[config.mk]
export PLATFORM = sky130hd
export DESIGN_NAME = sram_arbiter_flat
export DESIGN_NICKNAME = d
export VERILOG_FILES = /design/src/rtl/sram_arbiter_if.sv /design/src/rtl/sram_arbiter.sv /design/src/flat_wrapper.sv
export SDC_FILE = /design/constraint.sdc
export NUM_CORES = 1
export LEC_CHECK = 0
export ABC_AREA = 0
export CORE_MARGIN = 2
export CORE_UTILIZATION = 55
export DETAILED_ROUTE_END_ITERATION = 8
export DONT_BUFFER_PORTS = 1
export HOLD_SLACK_MARGIN = 0.08
export PLACE_DENSITY = 0.69
export SLEW_MARGIN = 20
export SYNTH_ARGS = -nofsm -noshare
export SYNTH_HDL_FRONTEND = slang
export SYNTH_SLANG_ARGS = --single-unit
[constraint.sdc]
create_clock -name clk -period 2.7 [get_ports clk]
set_clock_uncertainty 0.2 [all_clocks]
set_input_delay 0.135 -clock clk [delete_from_list [all_inputs] [get_ports clk]]
set_output_delay 0.135 -clock clk [all_outputs]
set_load 0.01 [all_outputs]
[src/rtl/sram_arbiter_if.sv]
// rtl/sram_arbiter_if.sv - three requester ports, async SRAM pins and status for sram_arbiter
interface sram_arbiter_if;
  logic        p0_req;
  logic        p0_we;
  logic [16:0] p0_addr;
  logic [15:0] p0_di;
  logic [1:0]  p0_be;
  logic        p0_ack;
  logic [15:0] p0_do;

  logic        p1_req;
  logic [16:0] p1_addr;
  logic        p1_ack;
  logic [15:0] p1_do;

  logic        p2_req;
  logic [16:0] p2_addr;
  logic        p2_ack;
  logic [15:0] p2_do;

  logic [16:0] sram_addr;
  logic [15:0] sram_dq_o;
  logic [15:0] sram_dq_i;
  logic        sram_dq_oe;
  logic        sram_oe_n;
  logic        sram_we_n;
  logic        sram_ub_n;
  logic        sram_lb_n;

  logic        busy;
  logic [1:0]  grant;

  modport slave (
    input  p0_req, p0_we, p0_addr, p0_di, p0_be, p1_req, p1_addr, p2_req, p2_addr, sram_dq_i,
    output p0_ack, p0_do, p1_ack, p1_do, p2_ack, p2_do,
    output sram_addr, sram_dq_o, sram_dq_oe, sram_oe_n, sram_we_n, sram_ub_n, sram_lb_n,
    output busy, grant
  );

  modport master (
    output p0_req, p0_we, p0_addr, p0_di, p0_be, p1_req, p1_addr, p2_req, p2_addr, sram_dq_i,
    input  p0_ack, p0_do, p1_ack, p1_do, p2_ack, p2_do,
    input  sram_addr, sram_dq_o, sram_dq_oe, sram_oe_n, sram_we_n, sram_ub_n, sram_lb_n,
    input  busy, grant
  );
endinterface

[src/rtl/sram_arbiter.sv]
// rtl/sram_arbiter.sv - three-port arbiter for a 128Kx16 async SRAM
// P0 has fixed priority with a starvation limit; P1/P2 alternate round-robin.
module sram_arbiter #(
  parameter int unsigned ACCESS_CYC = 2,
  parameter int unsigned STARVE_LIM = 4
) (
  input logic          clk,
  input logic          rst_n,
  sram_arbiter_if.slave bus
);

  typedef enum logic [1:0] {
    IDLE   = 2'd0,
    SETUP  = 2'd1,
    STROBE = 2'd2,
    DONE   = 2'd3
  } state_t;

  localparam logic [1:0] OWN_NONE = 2'b00;
  localparam logic [1:0] OWN_P0   = 2'b01;
  localparam logic [1:0] OWN_P1   = 2'b10;
  localparam logic [1:0] OWN_P2   = 2'b11;

  localparam logic [3:0] STROBE_LAST = 4'(ACCESS_CYC - 1);
  localparam logic [3:0] STARVE_MAX  = 4'(STARVE_LIM);

  state_t      state_q, state_next;
  logic [3:0]  strobe_cnt_q;
  logic [1:0]  owner_q;
  logic [16:0] addr_q;
  logic [15:0] wdata_q;
  logic        we_q;
  logic [1:0]  be_q;
  logic [3:0]  starve_q;
  logic        rr_q;
  logic [15:0] p0_do_q, p1_do_q, p2_do_q;

  logic        p12_pend;
  logic        starve_hit;
  logic        strobe_last;
  logic [1:0]  rr_pick;
  logic [1:0]  winner;
  logic        grant_now;

  logic        oe_n, we_n, ub_n, lb_n, dq_oe;
  logic        p0_ack, p1_ack, p2_ack;

  assign strobe_last = (strobe_cnt_q == STROBE_LAST);

  // Arbitration is evaluated every cycle but only acted on in IDLE or DONE.
  always_comb begin
    p12_pend   = bus.p1_req | bus.p2_req;
    starve_hit = p12_pend && (starve_q >= STARVE_MAX);
    if (bus.p1_req && bus.p2_req) begin
      rr_pick = rr_q ? OWN_P2 : OWN_P1;
    end else if (bus.p1_req) begin
      rr_pick = OWN_P1;
    end else begin
      rr_pick = OWN_P2;
    end
    winner = OWN_NONE;
    if (bus.p0_req && !starve_hit) begin
      winner = OWN_P0;
    end else if (p12_pend) begin
      winner = rr_pick;
    end
  end

  always_ff @(posedge clk or negedge rst_n) begin
    if (!rst_n) begin
      state_q <= IDLE;
    end else begin
      state_q <= state_next;
    end
  end

  always_comb begin
    state_next = state_q;
    grant_now  = 1'b0;
    oe_n       = 1'b1;
    we_n       = 1'b1;
    ub_n       = 1'b1;
    lb_n       = 1'b1;
    dq_oe      = 1'b0;
    p0_ack     = 1'b0;
    p1_ack     = 1'b0;
    p2_ack     = 1'b0;
    case (state_q)
      IDLE: begin
        if (winner != OWN_NONE) begin
          grant_now  = 1'b1;
          state_next = SETUP;
        end
      end
      SETUP: begin
        state_next = STROBE;
        if (we_q) begin
          ub_n  = ~be_q[1];
          lb_n  = ~be_q[0];
          dq_oe = 1'b1;
        end else begin
          ub_n = 1'b0;
          lb_n = 1'b0;
        end
      end
      STROBE: begin
        if (strobe_last) begin
          state_next = DONE;
        end
        if (we_q) begin
          ub_n  = ~be_q[1];
          lb_n  = ~be_q[0];
          dq_oe = 1'b1;
          we_n  = 1'b0;
        end else begin
          ub_n = 1'b0;
          lb_n = 1'b0;
          oe_n = 1'b0;
        end
      end
      DONE: begin
        p0_ack = (owner_q == OWN_P0);
        p1_ack = (owner_q == OWN_P1);
        p2_ack = (owner_q == OWN_P2);
        if (winner != OWN_NONE) begin
          grant_now  = 1'b1;
          state_next = SETUP;
        end else begin
          state_next = IDLE;
        end
      end
      default: state_next = IDLE;
    endcase
  end

  always_ff @(posedge clk or negedge rst_n) begin
    if (!rst_n) begin
      strobe_cnt_q <= 4'd0;
      owner_q      <= OWN_NONE;
      addr_q       <= 17'd0;
      wdata_q      <= 16'd0;
      we_q         <= 1'b0;
      be_q         <= 2'b00;
      starve_q     <= 4'd0;
      rr_q         <= 1'b0;
      p0_do_q      <= 16'd0;
      p1_do_q      <= 16'd0;
      p2_do_q      <= 16'd0;
    end else begin
      if ((state_q == STROBE) && !strobe_last) begin
        strobe_cnt_q <= strobe_cnt_q + 4'd1;
      end else begin
        strobe_cnt_q <= 4'd0;
      end

      // Request fields are latched once; the requester may change them afterwards.
      if (grant_now) begin
        owner_q <= winner;
        case (winner)
          OWN_P0: begin
            addr_q  <= bus.p0_addr;
            we_q    <= bus.p0_we;
            wdata_q <= bus.p0_di;
            be_q    <= bus.p0_be;
          end
          OWN_P1: begin
            addr_q <= bus.p1_addr;
            we_q   <= 1'b0;
          end
          OWN_P2: begin
            addr_q <= bus.p2_addr;
            we_q   <= 1'b0;
          end
          default: ;
        endcase
      end else if (state_q == DONE) begin
        owner_q <= OWN_NONE;
      end

      if (grant_now && winner[1]) begin
        rr_q <= ~rr_q;
      end

      if (!p12_pend || (grant_now && winner[1])) begin
        starve_q <= 4'd0;
      end else if (grant_now && (winner == OWN_P0) && (starve_q != 4'hF)) begin
        starve_q <= starve_q + 4'd1;
      end

      if ((state_q == STROBE) && strobe_last && !we_q) begin
        case (owner_q)
          OWN_P0:  p0_do_q <= bus.sram_dq_i;
          OWN_P1:  p1_do_q <= bus.sram_dq_i;
          OWN_P2:  p2_do_q <= bus.sram_dq_i;
          default: ;
        endcase
      end
    end
  end

  assign bus.sram_addr  = addr_q;
  assign bus.sram_dq_o  = wdata_q;
  assign bus.sram_dq_oe = dq_oe;
  assign bus.sram_oe_n  = oe_n;
  assign bus.sram_we_n  = we_n;
  assign bus.sram_ub_n  = ub_n;
  assign bus.sram_lb_n  = lb_n;
  assign bus.p0_ack     = p0_ack;
  assign bus.p1_ack     = p1_ack;
  assign bus.p2_ack     = p2_ack;
  assign bus.p0_do      = p0_do_q;
  assign bus.p1_do      = p1_do_q;
  assign bus.p2_do      = p2_do_q;
  assign bus.busy       = (state_q != IDLE);
  assign bus.grant      = owner_q;

endmodule

[src/flat_wrapper.sv]
// flat-port wrapper written by rule: the top's interface ports become plain ports
module sram_arbiter_flat 
#(
  parameter int unsigned ACCESS_CYC = 2,
  parameter int unsigned STARVE_LIM = 4
)
  (clk, rst_n, bus_p0_req, bus_p0_we, bus_p0_addr, bus_p0_di, bus_p0_be, bus_p1_req, bus_p1_addr, bus_p2_req, bus_p2_addr, bus_sram_dq_i, bus_p0_ack, bus_p0_do, bus_p1_ack, bus_p1_do, bus_p2_ack, bus_p2_do, bus_sram_addr, bus_sram_dq_o, bus_sram_dq_oe, bus_sram_oe_n, bus_sram_we_n, bus_sram_ub_n, bus_sram_lb_n, bus_busy, bus_grant);
  sram_arbiter_if bus_i ();
  input logic clk;
  input logic rst_n;
  input wire logic [$bits(bus_i.p0_req)-1:0] bus_p0_req;
  input wire logic [$bits(bus_i.p0_we)-1:0] bus_p0_we;
  input wire logic [$bits(bus_i.p0_addr)-1:0] bus_p0_addr;
  input wire logic [$bits(bus_i.p0_di)-1:0] bus_p0_di;
  input wire logic [$bits(bus_i.p0_be)-1:0] bus_p0_be;
  input wire logic [$bits(bus_i.p1_req)-1:0] bus_p1_req;
  input wire logic [$bits(bus_i.p1_addr)-1:0] bus_p1_addr;
  input wire logic [$bits(bus_i.p2_req)-1:0] bus_p2_req;
  input wire logic [$bits(bus_i.p2_addr)-1:0] bus_p2_addr;
  input wire logic [$bits(bus_i.sram_dq_i)-1:0] bus_sram_dq_i;
  output wire logic [$bits(bus_i.p0_ack)-1:0] bus_p0_ack;
  output wire logic [$bits(bus_i.p0_do)-1:0] bus_p0_do;
  output wire logic [$bits(bus_i.p1_ack)-1:0] bus_p1_ack;
  output wire logic [$bits(bus_i.p1_do)-1:0] bus_p1_do;
  output wire logic [$bits(bus_i.p2_ack)-1:0] bus_p2_ack;
  output wire logic [$bits(bus_i.p2_do)-1:0] bus_p2_do;
  output wire logic [$bits(bus_i.sram_addr)-1:0] bus_sram_addr;
  output wire logic [$bits(bus_i.sram_dq_o)-1:0] bus_sram_dq_o;
  output wire logic [$bits(bus_i.sram_dq_oe)-1:0] bus_sram_dq_oe;
  output wire logic [$bits(bus_i.sram_oe_n)-1:0] bus_sram_oe_n;
  output wire logic [$bits(bus_i.sram_we_n)-1:0] bus_sram_we_n;
  output wire logic [$bits(bus_i.sram_ub_n)-1:0] bus_sram_ub_n;
  output wire logic [$bits(bus_i.sram_lb_n)-1:0] bus_sram_lb_n;
  output wire logic [$bits(bus_i.busy)-1:0] bus_busy;
  output wire logic [$bits(bus_i.grant)-1:0] bus_grant;
  assign bus_i.p0_req = bus_p0_req;
  assign bus_i.p0_we = bus_p0_we;
  assign bus_i.p0_addr = bus_p0_addr;
  assign bus_i.p0_di = bus_p0_di;
  assign bus_i.p0_be = bus_p0_be;
  assign bus_i.p1_req = bus_p1_req;
  assign bus_i.p1_addr = bus_p1_addr;
  assign bus_i.p2_req = bus_p2_req;
  assign bus_i.p2_addr = bus_p2_addr;
  assign bus_i.sram_dq_i = bus_sram_dq_i;
  assign bus_p0_ack = bus_i.p0_ack;
  assign bus_p0_do = bus_i.p0_do;
  assign bus_p1_ack = bus_i.p1_ack;
  assign bus_p1_do = bus_i.p1_do;
  assign bus_p2_ack = bus_i.p2_ack;
  assign bus_p2_do = bus_i.p2_do;
  assign bus_sram_addr = bus_i.sram_addr;
  assign bus_sram_dq_o = bus_i.sram_dq_o;
  assign bus_sram_dq_oe = bus_i.sram_dq_oe;
  assign bus_sram_oe_n = bus_i.sram_oe_n;
  assign bus_sram_we_n = bus_i.sram_we_n;
  assign bus_sram_ub_n = bus_i.sram_ub_n;
  assign bus_sram_lb_n = bus_i.sram_lb_n;
  assign bus_busy = bus_i.busy;
  assign bus_grant = bus_i.grant;
  sram_arbiter #(.ACCESS_CYC(ACCESS_CYC), .STARVE_LIM(STARVE_LIM)) u_core (.clk(clk), .rst_n(rst_n), .bus(bus_i));
endmodule
### Yosys cells after proc, flatten, opt, wreduce, memory -nomap -nowiden

Cells that the tools add are included.

| word-level totals | value |
|---|---|
| flip-flop bits (word level) | 97 |
| bits in latches | 0 |
| memory bits (writable) | 0 |
| bits in read-only memories | 0 |
| output and inout bits | 92 |
| word-level logic and storage cells | 93 |
| memories kept | 0 |

| operators by class | value |
|---|---|
| add/subtract/negate cells | 2 |
| multiply operators | 0 |
| div/mod/pow operators | 0 |
| order comparisons | 1 |
| eq/ne operators | 13 |
| shift-type cells | 0 |
| muxes and demuxes | 30 |
| bitwise gates (word level) | 4 |
| reduce and logical (&&, ||, !) cells | 31 |

Operator list:

| kind | count |
|---|---|
| $pmux 17 s3 | 1 |
| $mux 1 | 17 |
| $mux 2 | 7 |
| $reduce_and 2->1 | 7 |
| $eq 2x2->1 const B | 6 |
| $mux 4 | 3 |
| $reduce_bool 2->1 | 5 |
| $logic_and 1x1->1 | 9 |
| $add 4x1->4 const B | 2 |
| $pmux 2 s4 | 1 |
| $eq 2x1->1 const B | 3 |
| $reduce_or 2->1 | 3 |
| $eq 4x1->1 const B | 1 |
| $ge 4x3->1 const B | 1 |
| $logic_not 1->1 | 4 |
| $ne 2x1->1 const B | 2 |
| $ne 4x4->1 const B | 1 |
| $not 1->1 | 3 |
| $reduce_bool 3->1 | 1 |
| $logic_not 2->1 | 1 |
| $pmux 1 s2 | 1 |
| $logic_or 1x1->1 | 1 |
| $or 1x1->1 | 1 |

### Depth between registers and ports, before layout

| logic depth | value |
|---|---|
| depth in word-level cells | 12 |
| gate-level depth with buffers | 8 |
| depth with buffers taken out | 5 |

### Worst setup path after synthesis

No wires, ideal clock.

| timing path | value |
|---|---|
| path type | reg-to-reg |
| start point | reg u_core.strobe_cnt_q[1] |
| end point | reg u_core.p0_do_q[10] (netlist: u_core.bus.p0_do[10]) |
| setup time | 0.125 ns |
| arrival time | 2.085 ns |
| required time | 2.375 ns |
| setup slack | 0.290 ns |
| cell stages (with the launch flop) | 9 |
| buffers on the path | 3 |
| period minus slack after synthesis | 2.410 ns |
| cells stage by stage | dfrtp_1 inv_1 ha_1 or3b_1 buf_2 or4b_4 buf_6 buf_12 mux2_4 |

| on the way | value |
|---|---|
| cells in the longest elaborated chain, start to end | 4 |

RTL lines:

| what | RTL line | source |
|---|---|---|
| start: declaration | sram_arbiter.sv:28 | `logic [3:0] strobe_cnt_q;` |
| start signal: assignment | sram_arbiter.sv:151 | `strobe_cnt_q <= strobe_cnt_q + 4'd1;` |
| $eq 4x1->1 | sram_arbiter.sv:48 | `assign strobe_last = (strobe_cnt_q == STROBE_LAST);` |
| $logic_and 1x1->1 (2 in a row) | sram_arbiter.sv:190 | `if ((state_q == STROBE) && strobe_last && !we_q) begin` |
| $reduce_and 2->1 (no source line) | - |  |
| end signal: assignment | sram_arbiter.sv:192 | `OWN_P0: p0_do_q <= bus.sram_dq_i;` |
| end: declaration | sram_arbiter.sv:36 | `logic [15:0] p0_do_q, p1_do_q, p2_do_q;` |

Every way passes these cells.
A chain may end at the register's enable or synchronous reset.

### Worst setup path after layout

| timing path | value |
|---|---|
| start point | reg u_core.starve_q[2] |
| end point | reg u_core.addr_q[0] (netlist: u_core.bus.sram_addr[0]) |

| on the way | value |
|---|---|
| cells in the longest elaborated chain, start to end | 9 |
| elaborated cells between the ends (all ways) | 14 |
| those cells by class | 1 x order compare; 3 x eq/ne; 4 x mux; 6 x reduce/logical |

RTL lines:

| what | RTL line | source |
|---|---|---|
| start: declaration | sram_arbiter.sv:34 | `logic [3:0] starve_q;` |
| start signal: assignment | sram_arbiter.sv:187 | `starve_q <= starve_q + 4'd1;` |
| $ge 4x3->1 (*) | sram_arbiter.sv:53 | `starve_hit = p12_pend && (starve_q >= STARVE_MAX);` |
| $logic_and 1x1->1 (*) | sram_arbiter.sv:53 |  |
| $logic_not 1->1 (*) | sram_arbiter.sv:62 | `if (bus.p0_req && !starve_hit) begin` |
| $logic_and 1x1->1 (*) | sram_arbiter.sv:62 |  |
| $mux 2 (*) | sram_arbiter.sv:62 |  |
| $reduce_bool 2->1 | sram_arbiter.sv:90, sram_arbiter.sv:125 |  |
| $mux 1 | sram_arbiter.sv:90, sram_arbiter.sv:125 |  |
| $mux 1 | - |  |
| $reduce_and 2->1 (no source line) | - |  |
| end signal: assignment | sram_arbiter.sv:161 | `addr_q <= bus.p0_addr;` |
| end signal: assignment | sram_arbiter.sv:167 | `addr_q <= bus.p1_addr;` |
| end signal: assignment | sram_arbiter.sv:171 | `addr_q <= bus.p2_addr;` |
| end: declaration | sram_arbiter.sv:30 | `logic [16:0] addr_q;` |

Mark *: on every way between the ends. The rest lies on a longest branch, timed or not.

==> summary.md <==
| Metric | Value |
|---|---|
| Worst Setup Start Kind | flop |
| Fillers | 534 |
| Utilization after layout | 70.7% |
| GRT Util Overall | 24.5% |
| Slew headroom | 50.2% |
| Post-route ant nets | 0 |
| Crit path max-delay family | buffers and inverters |
| Vias | 3232 |
| Maximum VDD drop | 0.617 mV |
| Total CTS buffers | 9 |
| Mapped Area | 4420 µm² |
| Max FO, Critical Path | 23 |
| RSZ-0062 raised after global routing | no |
| Vias in the first global route | 3364 |
| WL final | 10.8 mm |
| Critical path type | reg2reg |
| CTS tree | yes |
| Tightest Pin Transition | 0.745 ns |
| DRC | 0 |
| Clock transition at the registers of the reported paths | 0.10 ns |
| Max cap viols | 0 |
| Starting Density | 57.0% |
| Area leader, netlist | dfrtp_1 |
| Ys async rst share | 100% |
| Predominant post-synthesis flop cell | dfrtp_1 |
| CP bufs+invs | 3 |
| Final setup vio count | 0 |
| Power Dens Cells | 1090 nW/µm² |
| Share of cells above drive strength 1 | 23.5% |
| Detailed placement HPWL | 6.65 mm |
| Commonest non-fill, non-tap cell in the layout | dfrtp_1 |
| Register area share after synthesis | 54.9% |
| Dpl cell area | 4460 µm² |
| Via/cell ratio | 6.12 |
| Count of pins over their slew limit | 0 |
| TritonCTS Sinks | 97 |
| Fin crit share | 94.7% |
| GRT met2 Usage | 42.1% |
| Leak pwr | 2.40 nW |
| Highest Clock Rate | 391 MHz |
| IO Port Bufs | 0 |
| Starting DRT DRC Count | 87 |
| Worst Hold Class | in2reg |
| Post-Synthesis Cells | 350 |
| CP cell instances | nor3b_2 -> buf_6 -> o21ai_0 -> dlygate4sd3_1 -> a32oi_1 -> dlygate4sd3_1 |
| Non-Filler Instances | 528 |
| Fin area | 5490 µm² |
| # IOs | 183 |
| Crit path arrival time | 2.65 ns |
| Root Buffer | clkbuf_8 |
| GRT met1 Usage | 29.3% |
| Post-layout min period | 2.56 ns |
| Overflow after GRT | 0 |
| Core area | 7770 µm² |
| Met3 Track Usage GR | 6.42% |
| First-pass GRT wire length | 16.8 mm |
| Initial antenna violation count | 0 |
| Placed insts | 430 |
| Warnings from Yosys | 0 |
| Row Count | 32 |
| Nets@finish | 518 |
| Wire per inst | 20.5 µm |
| Initial DRT Pass Iterations | 4 |
| WP data required | 2.80 ns |
| Status | finished clean |
| Syn nets | 448 |
| Synth cell types | 42 |
| Number of synthesized flops with an enable pin | 0 |
| Most used cell, CP | dlygate4sd3_1 |
| Yosys reg bits | 97 |
| DIE AREA | 8780 µm² |
| Final Hold Viols | 0 |
| DIE WIDTH | 93.7 µm |
| H-Tree Level Count | 3 |
| Die height | 93.7 µm |
| Final TNS setup | 0 ns |
| Top Usage Layer GRT | met2 |
| CP max stage delay | 0.58 ns |
| Min setup slack post-route | 0.144 ns |
| Pre-CTS setup slack | 0.266 ns |
| Post-synth top area share | 54.9% |
| Slowest cell on crit path | dlygate4sd3_1 |
| RePlAce Congestion | 0.780 |
| Clock latency on the worst-skew pair | 0.35 ns |
| Area contributors post-synth | dfrtp_1 55%, mux2_2 15%, mux2_4 3.4% |
| Commonest non-fill, non-tap cells in the layout | 97 x dfrtp_1, 79 x dlygate4sd3_1, 57 x mux2_2, 25 x inv_1, 20 x o21ai_0 |
| Crit. End Element | flop |
| Area growth syn-to-layout | 24.1% |
| Largest net degree at the start of global routing | 98 |
| Syn Area/Cell | 12.6 µm² |
| Clk buf depth | 2 |
-- sequential cells by signal (all words and copies together), names as in the netlist --
name and cells:
u_core.strobe_cnt_q 4, u_core.bus.grant 2, u_core.bus.sram_dq_o 16, u_core.bus.p0_do 16, u_core.we_q 1, u_core.starve_q 4, u_core.bus.sram_addr 17, u_core.rr_q 1
u_core.bus.p2_do 16, u_core.bus.p1_do 16, u_core.be_q 2, u_core.state_q 2
-- synthesized netlist by cell type (3+ instances only) --
| master | n |
|---|---|
| nor3_1 | 5 |
| clkbuf_1 | 21 |
| buf_6 | 3 |
| mux2i_1 | 3 |
| mux2_2 | 57 |
| a311oi_1 | 17 |
| nand4_1 | 17 |
| nor2_1 | 6 |
| ha_1 | 7 |
| mux2_4 | 10 |
| dfrtp_1 | 97 |
| inv_1 | 25 |
| nand2_1 | 5 |
| and3_1 | 3 |
| o21ai_0 | 20 |
| o211ai_1 | 4 |
| a32oi_1 | 17 |
-- worst paths after layout --
check / cells past startpoint / start / slack, ns / to
worst max-delay path: 6 / u_core.starve_q[2] / 0.14 / u_core.bus.sram_addr[0]
max in group asynchronous: 2 / rst_n / 1.78 / u_core.starve_q[3]
worst min register to register: 1 / u_core.strobe_cnt_q[0] / 0.30 / u_core.strobe_cnt_q[0]
worst min-delay path: 4 / bus_p0_req / 0.12 / u_core.starve_q[3]
worst max register to register: 6 / u_core.starve_q[2] / 0.14 / u_core.bus.sram_addr[0]
min in group asynchronous: 2 / rst_n / 0.13 / u_core.bus.p1_do[1]
-- power breakdown --
part | leakage, nW | internal [mW] | switching [mW]
sequential | 1.18 | 2.10 | 0.765
clock | 0.0965 | 0.354 | 0.541
combinational | 1.12 | 1.21 | 1.01
total | 2.40 | 3.67 | 2.32
-- cells by family after synthesis --
family	Yosys count	synth area share, %
compound gates	68	11.5
xor+xnor	3	0.594
fa+ha+maj	7	1.98
buf+inv	53	5.43
flops	97	54.9
mux	70	18.6
simple gates	52	7.07
-- worst reg2reg max path: cells and delay by family (launching register included) --
family / cells / cell delay [ns]
AND/OR/NAND/NOR: 1 / 0.22
flip-flops: 1 / 0.45
buffers and inverters: 3 / 1.37
AO/OA/AOI/OAI: 2 / 0.29
-- final cells by class --
type                    instances  area, µm²  area share [%]
clock buffers                   9        124            2.26
repair buffers                 87        880            16.0
diodes                          1       2.50          0.0456
well taps                     102        128            2.32
flip-flops and latches         97       2430            44.2
inverters                      25       93.8            1.71
multi-input cells             200       1780            32.3
clock inverters                 7       60.1            1.09
-- repair_timing --
action | 4_1_cts | 5_1_grt
endpoints found under the setup margin | 0 | 12
hold buffers | 81 | 0
gates resized for setup | 0 | 4
buffers inserted | 0 | 0
hold endpoints to repair | 188 | 0
-- per-stage QoR --
step	hold WS [ns]	power (mW)
detailed placement	-0.359	4.66
global route	0.153	6.35
finish	0.124	5.98
CTS	0.147	5.94
floorplan	-0.361	4.22
global placement	-0.358	4.57
-- routing by layer --
metal / share of wire [%] / vias up
met5: 0 / -
met4: 2.1 / 0
met3: 8.9 / 23
met2: 50 / 180
met1: 39 / 1586
li1: - / 1443
(Power assumes the default switching activity.)
